**src/rtl/vtg_pkg.sv**
```systemverilog
// vtg_pkg: shared definitions for the video timing generator.
//   vtg_phase_e  - phase of a horizontal or vertical scan {ACTIVE, FP, SYNC, BP}
//   VTG_*        - default 640x480@60 timing constants
//   vtg_clog2    - counter width helper (never returns less than 1)
package vtg_pkg;

  typedef enum logic [1:0] {
    ACTIVE = 2'd0,
    FP     = 2'd1,
    SYNC   = 2'd2,
    BP     = 2'd3
  } vtg_phase_e;

  localparam int unsigned VTG_H_ACTIVE = 640;
  localparam int unsigned VTG_H_FP     = 16;
  localparam int unsigned VTG_H_SYNC   = 96;
  localparam int unsigned VTG_H_BP     = 48;
  localparam int unsigned VTG_V_ACTIVE = 480;
  localparam int unsigned VTG_V_FP     = 10;
  localparam int unsigned VTG_V_SYNC   = 2;
  localparam int unsigned VTG_V_BP     = 33;

  function automatic int unsigned vtg_clog2(input int unsigned value);
    int unsigned r;
    r = 0;
    for (int unsigned i = 0; i < 32; i++) begin
      if ((64'(1) << r) < 64'(value)) r = r + 1;
    end
    return (r == 0) ? 1 : r;
  endfunction

endpackage

```
**src/rtl/vtg_delay.sv**
```systemverilog
// vtg_delay: DEPTH-deep shift register with clock enable and async reset fill.
//   clk     - clock
//   nreset  - asynchronous active-low reset, loads every stage with RST_VAL
//   en      - shift enable
//   d / q   - WIDTH-bit data in / data delayed by DEPTH enabled shifts
// DEPTH = 0 passes d straight through.
module vtg_delay #(
  parameter int unsigned       DEPTH   = 2,
  parameter int unsigned       WIDTH   = 1,
  parameter logic [WIDTH-1:0]  RST_VAL = '0
) (
  input  logic             clk,
  input  logic             nreset,
  input  logic             en,
  input  logic [WIDTH-1:0] d,
  output logic [WIDTH-1:0] q
);

  generate
    if (DEPTH == 0) begin : g_thru
      logic unused_ok;
      assign unused_ok = ^{clk, nreset, en};
      assign q = d;
    end else begin : g_sr
      logic [WIDTH-1:0] sr [DEPTH];

      always_ff @(posedge clk or negedge nreset) begin
        if (!nreset) begin
          for (int unsigned i = 0; i < DEPTH; i++) sr[i] <= RST_VAL;
        end else if (en) begin
          sr[0] <= d;
          for (int unsigned i = 1; i < DEPTH; i++) sr[i] <= sr[i-1];
        end
      end

      assign q = sr[DEPTH-1];
    end
  endgenerate

endmodule

```
**src/rtl/video_timing_gen.sv**
```systemverilog
// video_timing_gen: programmable raster timing generator (default 640x480).
//   clk, nreset        - clock, asynchronous active-low reset
//   pix_en             - pixel tick; all state holds while low
//   h_cnt, v_cnt       - undelayed pixel column / line number
//   vga_hs, vga_vs     - sync outputs, delayed PIPE ticks, polarity HS_POL/VS_POL
//   vga_blk            - blanking, delayed PIPE ticks
//   frame_start        - one-clk pulse when counters move to (0,0)
//   vblank_irq         - one-clk pulse when counters move to (0,V_ACTIVE)
//   frame_cnt          - 16-bit frame counter, wraps
//   line_cmp, line_irq - line-compare interrupt; present only when the macro
//                        VTG_LINE_IRQ_EN is defined
module video_timing_gen
  import vtg_pkg::*;
#(
  parameter int unsigned H_ACTIVE = VTG_H_ACTIVE,
  parameter int unsigned H_FP     = VTG_H_FP,
  parameter int unsigned H_SYNC   = VTG_H_SYNC,
  parameter int unsigned H_BP     = VTG_H_BP,
  parameter int unsigned V_ACTIVE = VTG_V_ACTIVE,
  parameter int unsigned V_FP     = VTG_V_FP,
  parameter int unsigned V_SYNC   = VTG_V_SYNC,
  parameter int unsigned V_BP     = VTG_V_BP,
  parameter bit          HS_POL   = 1'b0,
  parameter bit          VS_POL   = 1'b0,
  parameter int unsigned PIPE     = 2,
  localparam int unsigned H_TOT   = H_ACTIVE + H_FP + H_SYNC + H_BP,
  localparam int unsigned V_TOT   = V_ACTIVE + V_FP + V_SYNC + V_BP,
  localparam int unsigned HW      = vtg_clog2(H_TOT),
  localparam int unsigned VW      = vtg_clog2(V_TOT)
) (
  input  logic          clk,
  input  logic          nreset,
  input  logic          pix_en,
  output logic [HW-1:0] h_cnt,
  output logic [VW-1:0] v_cnt,
  output logic          vga_hs,
  output logic          vga_vs,
  output logic          vga_blk,
  output logic          frame_start,
  output logic          vblank_irq,
  output logic [15:0]   frame_cnt
`ifdef VTG_LINE_IRQ_EN
  ,
  input  logic [VW-1:0] line_cmp,
  output logic          line_irq
`endif
);

  generate
    if (H_ACTIVE == 0 || H_FP == 0 || H_SYNC == 0 || H_BP == 0 ||
        V_ACTIVE == 0 || V_FP == 0 || V_SYNC == 0 || V_BP == 0) begin : g_bad_timing
      $fatal(1, "video_timing_gen: timing parameters must all be non-zero");
    end
    if (PIPE > 7) begin : g_bad_pipe
      $fatal(1, "video_timing_gen: PIPE must be in 0..7");
    end
  endgenerate

  // Last count of each phase
  localparam logic [HW-1:0] H_ACT_END = HW'(H_ACTIVE - 1);
  localparam logic [HW-1:0] H_FP_END  = HW'(H_ACTIVE + H_FP - 1);
  localparam logic [HW-1:0] H_SY_END  = HW'(H_ACTIVE + H_FP + H_SYNC - 1);
  localparam logic [HW-1:0] H_LAST    = HW'(H_TOT - 1);
  localparam logic [VW-1:0] V_ACT_END = VW'(V_ACTIVE - 1);
  localparam logic [VW-1:0] V_FP_END  = VW'(V_ACTIVE + V_FP - 1);
  localparam logic [VW-1:0] V_SY_END  = VW'(V_ACTIVE + V_FP + V_SYNC - 1);
  localparam logic [VW-1:0] V_LAST    = VW'(V_TOT - 1);

  // {hs, vs, blk}, active-high, as held during reset
  localparam logic [2:0] RAW_IDLE = 3'b001;

  vtg_phase_e    h_ph, v_ph, h_ph_nxt, v_ph_nxt;
  logic [HW-1:0] h_cnt_nxt;
  logic [VW-1:0] v_cnt_nxt;
  logic          h_wrap, v_wrap;
  logic [2:0]    raw_nxt, raw_q, raw_dly;

  always_comb begin
    h_wrap    = (h_cnt == H_LAST);
    v_wrap    = (v_cnt == V_LAST);
    h_cnt_nxt = h_wrap ? '0 : h_cnt + HW'(1);
    v_cnt_nxt = v_cnt;
    if (h_wrap) v_cnt_nxt = v_wrap ? '0 : v_cnt + VW'(1);

    h_ph_nxt = h_ph;
    unique case (h_ph)
      ACTIVE: if (h_cnt == H_ACT_END) h_ph_nxt = FP;
      FP:     if (h_cnt == H_FP_END)  h_ph_nxt = SYNC;
      SYNC:   if (h_cnt == H_SY_END)  h_ph_nxt = BP;
      BP:     if (h_cnt == H_LAST)    h_ph_nxt = ACTIVE;
    endcase

    v_ph_nxt = v_ph;
    if (h_wrap) begin
      unique case (v_ph)
        ACTIVE: if (v_cnt == V_ACT_END) v_ph_nxt = FP;
        FP:     if (v_cnt == V_FP_END)  v_ph_nxt = SYNC;
        SYNC:   if (v_cnt == V_SY_END)  v_ph_nxt = BP;
        BP:     if (v_cnt == V_LAST)    v_ph_nxt = ACTIVE;
      endcase
    end

    raw_nxt = {h_ph_nxt == SYNC, v_ph_nxt == SYNC,
               (h_ph_nxt != ACTIVE) || (v_ph_nxt != ACTIVE)};
  end

  // raw_q tracks the phases but resets to the idle pattern, so blanking
  // reads 1 during reset even though (0,0) is an active pixel.
  always_ff @(posedge clk or negedge nreset) begin
    if (!nreset) begin
      h_cnt       <= '0;
      v_cnt       <= '0;
      h_ph        <= ACTIVE;
      v_ph        <= ACTIVE;
      raw_q       <= RAW_IDLE;
      frame_start <= 1'b0;
      vblank_irq  <= 1'b0;
      frame_cnt   <= '0;
    end else begin
      frame_start <= 1'b0;
      vblank_irq  <= 1'b0;
      if (pix_en) begin
        h_cnt       <= h_cnt_nxt;
        v_cnt       <= v_cnt_nxt;
        h_ph        <= h_ph_nxt;
        v_ph        <= v_ph_nxt;
        raw_q       <= raw_nxt;
        frame_start <= h_wrap && v_wrap;
        vblank_irq  <= h_wrap && (v_cnt == V_ACT_END);
        if (h_wrap && v_wrap) frame_cnt <= frame_cnt + 16'd1;
      end
    end
  end

`ifdef VTG_LINE_IRQ_EN
  // line_cmp is only looked at on the wrap tick, so mid-line changes
  // apply from the next line on.
  always_ff @(posedge clk or negedge nreset) begin
    if (!nreset) begin
      line_irq <= 1'b0;
    end else begin
      line_irq <= pix_en && h_wrap && (v_cnt_nxt == line_cmp);
    end
  end
`endif

  vtg_delay #(
    .DEPTH   (PIPE),
    .WIDTH   (3),
    .RST_VAL (RAW_IDLE)
  ) u_delay (
    .clk    (clk),
    .nreset (nreset),
    .en     (pix_en),
    .d      (raw_q),
    .q      (raw_dly)
  );

  assign vga_hs  = HS_POL ? raw_dly[2] : ~raw_dly[2];
  assign vga_vs  = VS_POL ? raw_dly[1] : ~raw_dly[1];
  assign vga_blk = raw_dly[0];

endmodule

```
**config.mk**
```make
export PLATFORM = sky130hd
export DESIGN_NAME = video_timing_gen
export DESIGN_NICKNAME = d
export VERILOG_FILES = /design/src/rtl/vtg_pkg.sv /design/src/rtl/vtg_delay.sv /design/src/rtl/video_timing_gen.sv
export SDC_FILE = /design/constraint.sdc
export NUM_CORES = 1
export LEC_CHECK = 0
export ABC_AREA = 1
export BUFFER_PORTS_ARGS = -buffer_cell sky130_fd_sc_hd__buf_4
export CORE_MARGIN = 2
export CORE_UTILIZATION = 35
export DETAILED_ROUTE_END_ITERATION = 8
export SETUP_SLACK_MARGIN = 0.15
export SLEW_MARGIN = 15
export SYNTH_ARGS = -nofsm -noshare
export SYNTH_HDL_FRONTEND = slang
export SYNTH_HIERARCHICAL = 1
export SYNTH_SLANG_ARGS = --single-unit
```
**constraint.sdc**
```tcl
create_clock -name clk -period 2.5 [get_ports clk]
set_clock_uncertainty 0.05 [all_clocks]
set_input_delay 0.5 -clock clk [delete_from_list [all_inputs] [get_ports clk]]
set_output_delay 0.5 -clock clk [all_outputs]
set_load 0.005 [all_outputs]
```
==> run summary, run 1 <==
Floorplanning
* **standard-cell row count** 32
* **width of the die** 93.63 µm
* **core box area** 7767 µm²
* **effective utilization at floorplan** 36.20%
* **area of the die** 8766 µm²
* **Ports** 44
* **vertical die dimension** 93.63 µm

Worst setup path
* **critical path class** flop to flop
* **Arr. time, crit path** 2170 ps
* **type of element launching the critical path** flop
* **CP Capture Type** flop
* **required arrival time at the worst endpoint** 2650 ps
* **maximum fanout along the worst path** 11

Detailed routing
* **Final Routed Wirelength** 6.004 mm
* **Final ANT Viol Nets** 0
* **number of violations reported at the end of detailed-routing iteration 0** 91
* **drt wl/cell** 12.08 µm
* **post-route DRC violation count** 0
* **total number of vias** 2327
* **Via density** 4.682
* **first-pass iteration count of the detailed router** 4

STA
* **worst relative slew slack** 56.37%
* **number of hold violations in the final report** 0
* **Setup TNS** 0 ps
* **final period utilization** 80.94%
* **Achievable Freq** 494.2 MHz
* **final count of pins violating max slew** 0
* **unrepaired setup endpoints after global routing** false
* **Final setup viols** 0
* **pin slew with the least headroom to its limit** 654.4 ps
* **final critical-path required period** 2024 ps

Yosys
* **synthesized area per cell** 8.056 µm²
* **area fraction of the dominant cell type after synthesis** 42.72%
* **cell count after synthesis** 349
* **Ys Warns** 6
* **Synth Register Bits** 51
* **synthesized net count** 357
* **FFs w/ async S/R, synth** 100.0%
* **area leader, netlist** sky130_fd_sc_hd__dfrtp_1
* **sequential cell area fraction in the yosys report** 45.53%
* **ys flop type** sky130_fd_sc_hd__dfrtp_1
* **number of distinct library cells after synthesis** 32
* **largest cells by area after synthesis** sky130_fd_sc_hd__dfrtp_1 (43%), sky130_fd_sc_hd__nand2_1 (13%), sky130_fd_sc_hd__inv_1 (5.9%)
* **total standard cell area after synthesis** 2811 µm²
* **number of flops mapped to enable cells by yosys** 0

GRT
* **number of antenna violations at the first check in global routing** 0
* **met3 usage** 2.740%
* **global-route met1 utilization** 19.45%
* **largest net degree at the start of global routing** 52
* **global-route wire length before repair** 10.28 mm
* **number of global-route vias before repair** 2205
* **met2 layer usage reported by global route** 25.06%
* **total congestion overflow** 0
* **routing layer with the top usage in global route** met2
* **overall track demand over capacity in global routing** 14.69%

Power and ir drop
* **proportion of total power due to net switching** 31.20%
* **Comb power frac** 21.2%
* **IR Drop Worst-Case VDD** 231.3 µV
* **Internal Power** 1.442 mW
* **Flop pwr share** 49.3%
* **Pwr Density** 626.4 nW/µm²
* **net switching power of the design** 653.9 µW
* **leakage power** 1.721 nW
* **clock network fraction of design power** 29.5%

Min path
* **worst hold-check path type** input pin to async pin

Job
* **maximum capacitance violations** 0

Clock network
* **number of buffers inserted during clock tree synthesis** 5
* **clock tree root buffer cell** sky130_fd_sc_hd__clkbuf_8
* **clock latency of the later-clocked register in the worst-skew pair** 310 ps
* **Sink Count** 51
* **number of resized instances in the post-cts repair step** 0
* **Clock Tree Buf Depth** 2
* **Clock H-tree levels** 2
* **clock-pin slew on the worst setup and hold paths** 100 ps
* **CTS tree** yes
* **Setup Fix Bufs, Post-CTS** 0
* **cts-stage hold buffer count** 0

Final layout
* **area of the multi-input gates** 1284 µm²
* **# diodes** 0
* **share of the core filled with cells in the final layout** 43.07%
* **Fillers** 815
* **layout cell share with drive strength beyond 1** 19.49%
* **most common cell after layout, fill and taps aside** sky130_fd_sc_hd__nand2_1
* **sequential cell area in the final layout** 1280 µm²
* **Post-layout nets** 402
* **layout-stage area growth over the synthesis result** 19.00%
* **commonest non-fill, non-tap cells in the layout** sky130_fd_sc_hd__nand2_1 (96), sky130_fd_sc_hd__dfrtp_1 (48), sky130_fd_sc_hd__inv_1 (44), sky130_fd_sc_hd__buf_4 (43), sky130_fd_sc_hd__nor2_1 (40)

Placed design
* **number of buffer cells added on primary ports** 43
* **post-DP HPWL** 4.501 mm
* **routability-driven placement congestion ratio** 0.8330

Run status
* **status** finished clean

[final timing paths]
path                                          start                         to  slack, ps  depth (start not counted)
hold reg to reg            u_delay/q[0]$_DFFE_PN1P_   u_delay/q[0]$_DFFE_PN1P_        420                          2
max in group asynchronous                    nreset       v_cnt[8]$_DFFE_PN0P_       1790                          1
setup / recovery               h_cnt[0]$_DFFE_PN0P_  frame_cnt[11]$_DFFE_PN0P_        480                          9
hold / removal                               nreset       h_cnt[7]$_DFFE_PN0P_        150                          1
setup reg to reg               h_cnt[0]$_DFFE_PN0P_  frame_cnt[11]$_DFFE_PN0P_        480                          9
min in group clk           u_delay/q[0]$_DFFE_PN1P_   u_delay/q[0]$_DFFE_PN1P_        420                          2
[logic make-up (layout without fill, tap and decap cells)]
| family | count (synthesis) | count (layout) | share of synthesized area [%] |
|---|---|---|---|
| AOI/OAI and AO/OA | 27 | 27 | 4.985 |
| xor gates and xnor gates | 18 | 18 | 5.875 |
| adders and majority gates | 5 | 5 | 2.225 |
| buffers and inverters | 54 | 100 | 8.811 |
| DFF | 51 | 51 | 45.53 |
| and+or+nand+nor | 194 | 194 | 32.58 |
[power by group through the flow]
stage	logic (mW)	clock network (mW)	registers, mW
3_5_place_dp	0.449	0	1.05
2_1_floorplan	0.276	0	1.03
3_3_place_gp	0.441	0	1.05
5_1_grt	0.511	0.662	1.05
6_report	0.444	0.619	1.03
4_1_cts	0.452	0.641	1.03
[layer usage]
metal	wire [µm]	part of all wire, %
met5	0	0
met3	224	3.7
met1	2834	47
met4	60	1.0
met2	2885	48
[layout make-up]
class / count / area share, %
Tap cell: 102 / 3.814
Clock inverter: 2 / 1.159
Sequential cell: 51 / 38.26
Clock buffer: 6 / 2.468
Timing Repair Buffer: 43 / 9.648
Multi-Input combinational cell: 244 / 38.37
Inverter: 49 / 6.283
[critical path, cell delays in order (launching register included)]
cell	delay [ps]
sky130_fd_sc_hd__dfrtp_1	410
sky130_fd_sc_hd__ha_1	180
sky130_fd_sc_hd__nand2_1	120
sky130_fd_sc_hd__nor2_4	210
sky130_fd_sc_hd__nand3_4	130
sky130_fd_sc_hd__nor2_4	250
sky130_fd_sc_hd__nand2_1	160
sky130_fd_sc_hd__nor2_2	170
sky130_fd_sc_hd__nand3_1	100
sky130_fd_sc_hd__xnor2_1	130
[cells in the mapped netlist, drive strengths merged, types with 3 or more instances]
library cell / number
nand2: 101
dfrtp: 48
inv: 48
nor2: 47
nand3: 25
a21oi: 13
o21ai: 12
xnor2: 12
nor3: 10
nand4: 9
xor2: 6
ha: 5
buf: 4
dfstp: 3
[state kept, by name, indices dropped and copies added (netlist names)]
name             cells
u_delay/g_sr.sr      3
h_ph                 2
frame_start          1
raw_q                3
h_cnt               10
u_delay/q            3
v_ph                 2
vblank_irq           1
frame_cnt           16
v_cnt               10
[through the flow]
| step | hold WS [ps] | worst slack, ps | instance area (µm²) | std cells | total power, mW |
|---|---|---|---|---|---|
| 4_1_cts | 183.0 | 446.6 | 3346 | 497 | 2.126 |
| 2_1_floorplan | 154.4 | 770.2 | 2811 | 349 | 1.309 |
| 6_report | 149.2 | 476.5 | 3346 | 497 | 2.096 |
| 3_5_place_dp | 408.6 | 470.1 | 3224 | 489 | 1.498 |
| 3_3_place_gp | 404.3 | 553.5 | 3224 | 489 | 1.487 |
| 5_1_grt | 217.9 | 270.6 | 3346 | 497 | 2.224 |
Power figures use the tool's default switching activity.
==> inputs of run 2 (changes only) <==
--- a/config.mk
+++ b/config.mk
@@ -5,7 +5,7 @@
 export SDC_FILE = /design/constraint.sdc
 export NUM_CORES = 1
 export LEC_CHECK = 0
-export ABC_AREA = 1
+export ABC_AREA = 0
 export BUFFER_PORTS_ARGS = -buffer_cell sky130_fd_sc_hd__buf_4
 export CORE_MARGIN = 2
 export CORE_UTILIZATION = 35
==> constraint.sdc (replaced) <==
create_clock -name clk -period 1.81 [get_ports clk]
set_clock_uncertainty 0.05 [all_clocks]
set_input_delay 0.362 -clock clk [delete_from_list [all_inputs] [get_ports clk]]
set_output_delay 0.362 -clock clk [all_outputs]
set_load 0.005 [all_outputs]
==> run 2 against run 1 <==
  * The run now ends with negative setup slack left
  * Non-clock buffer count grew 65
  * Core utilization rose by 10 points
  * Synthesized area is 7.4% lower
  * Sequential share of layout area decreased by 5.1 points
  * Global-route usage grew 0.86 points
  * Hold slack better by 270 ps
  * Sequential cell count stayed put
  * Clock power up 10%
==> run summary, run 2 <==
Floorplanning
* **effective utilization at floorplan** 36.09%
* **vertical die dimension** 90.25 µm
* **standard-cell row count** 31
* **area of the die** 8145 µm²
* **core box area** 7214 µm²
* **Ports** 44
* **width of the die** 90.25 µm

Power and ir drop
* **IR Drop Worst-Case VDD** 313.4 µV
* **leakage power** 1.812 nW
* **Pwr Density** 650.6 nW/µm²
* **Final Power** 2.515 mW

Placed design
* **routability-driven placement congestion ratio** 0.8007
* **post-DP HPWL** 4.120 mm
* **number of buffer cells added on primary ports** 43
* **minimum setup slack after placement** -277.6 ps

Worst setup path
* **type of element launching the critical path** flop
* **required arrival time at the worst endpoint** 1950 ps
* **delay of the slowest critical-path stage** 480 ps
* **reg-to-reg critical path endpoint** frame_cnt[1]$_DFFE_PN0P_
* **Worst path top cell family by delay** simple AND/OR/NAND/NOR gates
* **cell-by-cell listing of the critical path** inv_2 > ha_4 > nand4_1 > or4_1 > buf_6 > buf_4 > nor2_4 > mux2_4
* **maximum fanout along the worst path** 5
* **logic depth of the worst register-to-register path** 8
* **critical path class** flop to flop
* **r2r setup slk** -270 ps
* **slowest cell on the critical path** sky130_fd_sc_hd__or4_1
* **CP Capture Type** flop
* **Arr. time, crit path** 2220 ps
* **start of the worst register-to-register path** v_cnt[0]$_DFFE_PN0P_
* **Worst Path Buf+Inv** 3

Final layout
* **Largest Register** frame_cnt
* **Fillers** 661
* **commonest non-fill, non-tap cells in the layout** sky130_fd_sc_hd__buf_4 (88), sky130_fd_sc_hd__dfrtp_1 (47), sky130_fd_sc_hd__xnor2_1 (19), sky130_fd_sc_hd__buf_6 (17)
* **top flop regs** frame_cnt (16), h_cnt (10), v_cnt (10)
* **area of the multi-input gates** 1434 µm²
* **Post-layout nets** 347
* **# diodes** 0
* **most common cell after layout, fill and taps aside** sky130_fd_sc_hd__buf_4
* **layout cell share with drive strength beyond 1** 48.24%
* **layout-stage area growth over the synthesis result** 48.44%
* **sequential cell area in the final layout** 1281 µm²
* **Largest register FFs** 16

Yosys
* **sequential cell area fraction in the yosys report** 49.16%
* **area fraction of the dominant cell type after synthesis** 46.13%
* **FFs w/ async S/R, synth** 100.0%
* **most frequent cell after synthesis** sky130_fd_sc_hd__dfrtp_1
* **ranking of synthesized cells by instance count** sky130_fd_sc_hd__dfrtp_1 (48), sky130_fd_sc_hd__nand3_1 (21), sky130_fd_sc_hd__xnor2_1 (19), sky130_fd_sc_hd__nand2_1 (16), sky130_fd_sc_hd__nor2_1 (11)
* **XOR/XNOR Fraction of Synth Area** 9.755%
* **cell count after synthesis** 237
* **area leader, netlist** sky130_fd_sc_hd__dfrtp_1
* **total standard cell area after synthesis** 2604 µm²
* **synthesized net count** 245
* **dominant combinational cell family by area after synthesis** simple AND/OR/NAND/NOR gates
* **adder-cell area share of the yosys netlist** 2.403%
* **number of flops mapped to enable cells by yosys** 0
* **number of distinct library cells after synthesis** 50
* **compound-cell area share of the yosys netlist** 6.391%
* **largest cells by area after synthesis** sky130_fd_sc_hd__dfrtp_1 (46%), sky130_fd_sc_hd__xnor2_1 (6.4%), sky130_fd_sc_hd__nand3_1 (4.0%)
* **Ys Warns** 6
* **ys flop type** sky130_fd_sc_hd__dfrtp_1
* **synthesized area per cell** 10.99 µm²
* **simple-gate area share of the yosys netlist** 22.97%
* **multiplexer share of the synthesized area** 5.094%
* **Synth Register Bits** 51

Min path
* **worst hold stages** 3
* **worst hold-check path type** input pin to flop
* **worst hold start** pix_en
* **Worst Hold Path EP** raw_q[1]$_DFFE_PN0P_

GRT
* **overall track demand over capacity in global routing** 15.55%
* **global-route met1 utilization** 19.91%
* **met2 layer usage reported by global route** 26.50%
* **total congestion overflow** 0
* **number of antenna violations at the first check in global routing** 0
* **largest net degree at the start of global routing** 29
* **global-route wire length before repair** 10.34 mm
* **number of global-route vias before repair** 2143
* **met3 usage** 3.673%
* **routing layer with the top usage in global route** met2

STA
* **post-route worst setup slack** -268.1 ps
* **Final setup viols** 29
* **final count of pins violating max slew** 0
* **unrepaired setup endpoints after global routing** true
* **worst relative slew slack** 74.79%
* **final period utilization** 114.8%
* **Achievable Freq** 481.2 MHz
* **number of hold violations in the final report** 0
* **pin slew with the least headroom to its limit** 378.1 ps
* **final critical-path required period** 2078 ps

Detailed routing
* **Final Routed Wirelength** 6.104 mm
* **Via density** 4.945
* **drt wl/cell** 13.90 µm
* **post-route DRC violation count** 0
* **first-pass iteration count of the detailed router** 4
* **total number of vias** 2171
* **number of violations reported at the end of detailed-routing iteration 0** 74
* **Final ANT Viol Nets** 0

Run status
* **violations in the final reports** negative setup slack
* **status** finished with violations

Clock network
* **clock-pin slew on the worst setup and hold paths** 90 ps
* **clock tree root buffer cell** sky130_fd_sc_hd__clkbuf_8
* **Clock Tree Buf Depth** 2
* **CTS tree** yes
* **number of buffers inserted during clock tree synthesis** 5
* **clock latency of the later-clocked register in the worst-skew pair** 300 ps
* **Sink Count** 51
* **Clock H-tree levels** 2

Job
* **maximum capacitance violations** 0

run 2: worst register-to-register path: cells and delay by family, from the launching register on:
family,cells,cell delay (ps)
adder cells (fa/ha/maj),1,120
buffers and inverters,3,380
flip-flops,1,420
multiplexers,1,310
AND/OR/NAND/NOR,3,690
run 2: cells by family (layout without fill, tap and decap cells):
kind of cell,after synthesis,in the layout
AND/OR/NAND/NOR,95,95
flip-flops,51,51
XOR/XNOR,29,29
AO/OA/AOI/OAI,25,25
buffers and inverters,22,125
multiplexers,10,10
adder cells (fa/ha/maj),5,5
run 2: stage by stage:
stage                     hold WS, ps  utilization (%)  setup TNS [ps]  area [µm²]  std cells
final                           418.6            53.57           -4996        3865        439
after global routing            414.0            53.57           -7357        3865        439
after CTS                       414.8            51.18           -5488        3692        428
after detailed placement        260.1            45.73           -4044        3299        404
after global placement          259.1            45.73           -3560        3299        404
after floorplan                 16.41                -           -2599        2654        237
run 2: worst max path at each step:
stage,startpoint,to,slack [ps],cells past startpoint
final,v_cnt[0]$_DFFE_PN0P_,frame_cnt[1]$_DFFE_PN0P_,-270,8
after floorplan,v_cnt[1]$_DFFE_PN0P_,frame_cnt[8]$_DFFE_PN0P_,-200,8
after detailed placement,v_cnt[0]$_DFFE_PN0P_,frame_cnt[15]$_DFFE_PN0P_,-280,8
after CTS,v_cnt[1]$_DFFE_PN0P_,frame_cnt[13]$_DFFE_PN0P_,-280,9
after global placement,v_cnt[0]$_DFFE_PN0P_,frame_cnt[15]$_DFFE_PN0P_,-220,8
after global routing,v_cnt[1]$_DFFE_PN0P_,raw_q[0]$_DFFE_PN1P_,-320,10
run 2: layout make-up:
class	count	share of cell area, %
Timing Repair Buffer	108	23.21
Clock inverter	1	0.2266
Inverter	9	0.8741
Clock buffer	7	2.234
Tap cell	99	3.205
Multi-Input combinational cell	164	37.10
Sequential cell	51	33.15
run 2: per-layer routing:
metal  vias up  wire, µm  part of all wire [%]
met2        45      3090                    51
li1       1046         -                     -
met3         4       232                   3.8
met1      1076      2723                    45
met5         -         0                     0
met4         0        57                  0.93
run 2: timing repair:
item,in CTS,in global routing
buffers inserted,15,11
hold endpoints to repair,24,0
gates cloned,0,0
pin swaps,26,21
endpoints found under the setup margin,38,39
hold buffers,1,0
gates resized for setup,39,21
run 2: power by group:
part / total, mW / internal (mW) / switching [mW]
Sequential: 1.27 / 1.21 / 0.0580
Clock: 0.683 / 0.314 / 0.369
Combinational: 0.561 / 0.313 / 0.248
==> inputs of run 3 (changes only) <==
--- a/config.mk
+++ b/config.mk
@@ -7,10 +7,11 @@
 export LEC_CHECK = 0
 export ABC_AREA = 0
 export BUFFER_PORTS_ARGS = -buffer_cell sky130_fd_sc_hd__buf_4
-export CORE_MARGIN = 2
+export CORE_MARGIN = 3
 export CORE_UTILIZATION = 35
 export DETAILED_ROUTE_END_ITERATION = 8
 export SETUP_SLACK_MARGIN = 0.15
+export SKIP_CTS_REPAIR_TIMING = 1
 export SLEW_MARGIN = 15
 export SYNTH_ARGS = -nofsm -noshare
 export SYNTH_HDL_FRONTEND = slang
==> run 3 against run 2 <==
  * The run still ends with negative setup slack left
  * Final cell count down 5.2%
  * Sequential share of layout area is 2.5 points higher
  * Total power decreased by 1.8%
  * Critical path depth stayed put
  * Clock power increased by 4.4%
  * Critical path type unchanged
==> run summary, run 3 (synthesis gave the netlist of run 2 again) <==
Run status
* **status** finished with violations
* **violations in the final reports** negative setup slack

Clock network
* **clock tree root buffer cell** sky130_fd_sc_hd__clkbuf_8
* **CTS tree** yes
* **clock latency of the later-clocked register in the worst-skew pair** 300 ps
* **clock-pin slew on the worst setup and hold paths** 90 ps
* **Clock Tree Buf Depth** 2
* **number of buffers inserted during clock tree synthesis** 5
* **Clock H-tree levels** 2
* **Sink Count** 51

STA
* **number of hold violations in the final report** 0
* **Achievable Freq** 474.2 MHz
* **worst relative slew slack** 57.02%
* **unrepaired setup endpoints after global routing** true
* **Final setup viols** 27
* **final critical-path required period** 2109 ps
* **Setup TNS** -5440 ps
* **post-route worst setup slack** -299.0 ps
* **final period utilization** 116.5%
* **pin slew with the least headroom to its limit** 644.6 ps
* **final count of pins violating max slew** 0

Final layout
* **layout cell share with drive strength beyond 1** 44.06%
* **commonest non-fill, non-tap cells in the layout** sky130_fd_sc_hd__buf_4 (84), sky130_fd_sc_hd__dfrtp_1 (47), sky130_fd_sc_hd__nand3_1 (18), sky130_fd_sc_hd__xnor2_1 (18), sky130_fd_sc_hd__nand2_1 (15)
* **share of the core filled with cells in the final layout** 51.14%
* **Largest Register** frame_cnt
* **top flop regs** frame_cnt (16), h_cnt (10), v_cnt (10)
* **Largest register FFs** 16
* **# diodes** 0
* **layout-stage area growth over the synthesis result** 37.87%
* **Post-layout nets** 327
* **most common cell after layout, fill and taps aside** sky130_fd_sc_hd__buf_4
* **count of placed standard cells in the final layout, fillers left out** 416

Floorplanning
* **core box area** 7019 µm²
* **width of the die** 92.25 µm
* **vertical die dimension** 92.25 µm
* **area of the die** 8510 µm²
* **Ports** 44
* **effective utilization at floorplan** 37.09%
* **standard-cell row count** 30

GRT
* **global-route met1 utilization** 19.07%
* **global-route wire length before repair** 9.673 mm
* **routing layer with the top usage in global route** met2
* **number of global-route vias before repair** 2007
* **overall track demand over capacity in global routing** 13.98%
* **met2 layer usage reported by global route** 22.93%
* **largest net degree at the start of global routing** 52
* **met3 usage** 2.953%
* **number of antenna violations at the first check in global routing** 0
* **total congestion overflow** 0

Worst setup path
* **critical path class** flop to flop
* **required arrival time at the worst endpoint** 1950 ps
* **maximum fanout along the worst path** 8
* **critical path launch point** v_cnt[0]$_DFFE_PN0P_
* **reg-to-reg critical path endpoint** frame_cnt[1]$_DFFE_PN0P_
* **r2r setup slk** -300 ps
* **CP Capture Type** flop
* **start of the worst register-to-register path** v_cnt[0]$_DFFE_PN0P_
* **type of element launching the critical path** flop
* **Arr. time, crit path** 2250 ps
* **logic depth of the worst register-to-register path** 8

Detailed routing
* **Final ANT Viol Nets** 0
* **Via density** 4.964
* **drt wl/cell** 13.85 µm
* **total number of vias** 2065
* **number of violations reported at the end of detailed-routing iteration 0** 50
* **post-route DRC violation count** 0
* **Final Routed Wirelength** 5.761 mm
* **first-pass iteration count of the detailed router** 6

Placed design
* **placed cells** 402
* **routability-driven placement congestion ratio** 0.7752
* **number of buffer cells added on primary ports** 43
* **post-DP HPWL** 4.160 mm

Power and ir drop
* **net switching power of the design** 642.0 µW
* **proportion of total power due to net switching** 25.99%
* **Final Power** 2.470 mW
* **IR Drop Worst-Case VDD** 348.8 µV
* **leakage power** 1.680 nW
* **Comb power frac** 19.8%
* **clock network fraction of design power** 28.9%
* **Flop pwr share** 51.4%
* **Internal Power** 1.828 mW
* **Pwr Density** 688.1 nW/µm²

Job
* **maximum capacitance violations** 0

Min path
* **worst hold-check path type** input pin to async pin

## run 3: worst max-delay path by stage
| stage | to | slack (ps) |
|---|---|---|
| 2_1_floorplan | frame_cnt[8]$_DFFE_PN0P_ | -200 |
| 3_3_place_gp | frame_cnt[15]$_DFFE_PN0P_ | -240 |
| 3_5_place_dp | frame_cnt[10]$_DFFE_PN0P_ | -320 |
| 4_1_cts | frame_cnt[15]$_DFFE_PN0P_ | -340 |
| 5_1_grt | frame_cnt[7]$_DFFE_PN0P_ | -390 |
| 6_report | frame_cnt[1]$_DFFE_PN0P_ | -300 |
## run 3: final cells by class
class / instances / area, µm²
Sequential cell: 51 / 1281
Clock buffer: 7 / 96.34
Clock inverter: 1 / 7.507
Multi-Input combinational cell: 164 / 1371
Tap cell: 96 / 120.1
Timing Repair Buffer: 88 / 679.4
Fill cell: 652 / 3430
Inverter: 9 / 33.78
## run 3: power by group through the flow
stage	sequential, mW	clock, mW	combinational [mW]
global placement	1.28	0	0.460
finish	1.27	0.713	0.488
global route	1.28	0.794	0.555
CTS	1.26	0.740	0.467
detailed placement	1.29	0	0.466
floorplan	1.32	0	0.204
## run 3: worst max-delay path, cell delays in order (launching register included)
cell and delay, ps:
sky130_fd_sc_hd__dfrtp_2 410, sky130_fd_sc_hd__inv_2 80, sky130_fd_sc_hd__ha_4 120, sky130_fd_sc_hd__nand4_1 80, sky130_fd_sc_hd__or4_4 500, sky130_fd_sc_hd__buf_8 160
sky130_fd_sc_hd__buf_4 140, sky130_fd_sc_hd__nor2_4 150, sky130_fd_sc_hd__mux2_4 310
## run 3: per-layer routing
layer	part of all wire (%)	wire [µm]
met4	0.83	48
met1	46	2655
met5	0	0
met3	4.0	228
met2	49	2828
## run 3: metrics by stage
step                cell area [µm²]  setup slack, ps  hold slack (ps)
floorplan                      2654           -195.2            16.41
global placement               3291           -237.2            386.3
detailed placement             3291           -316.4            383.9
CTS                            3395           -339.0            51.58
global route                   3590           -394.4            78.54
finish                         3590           -299.0            30.70
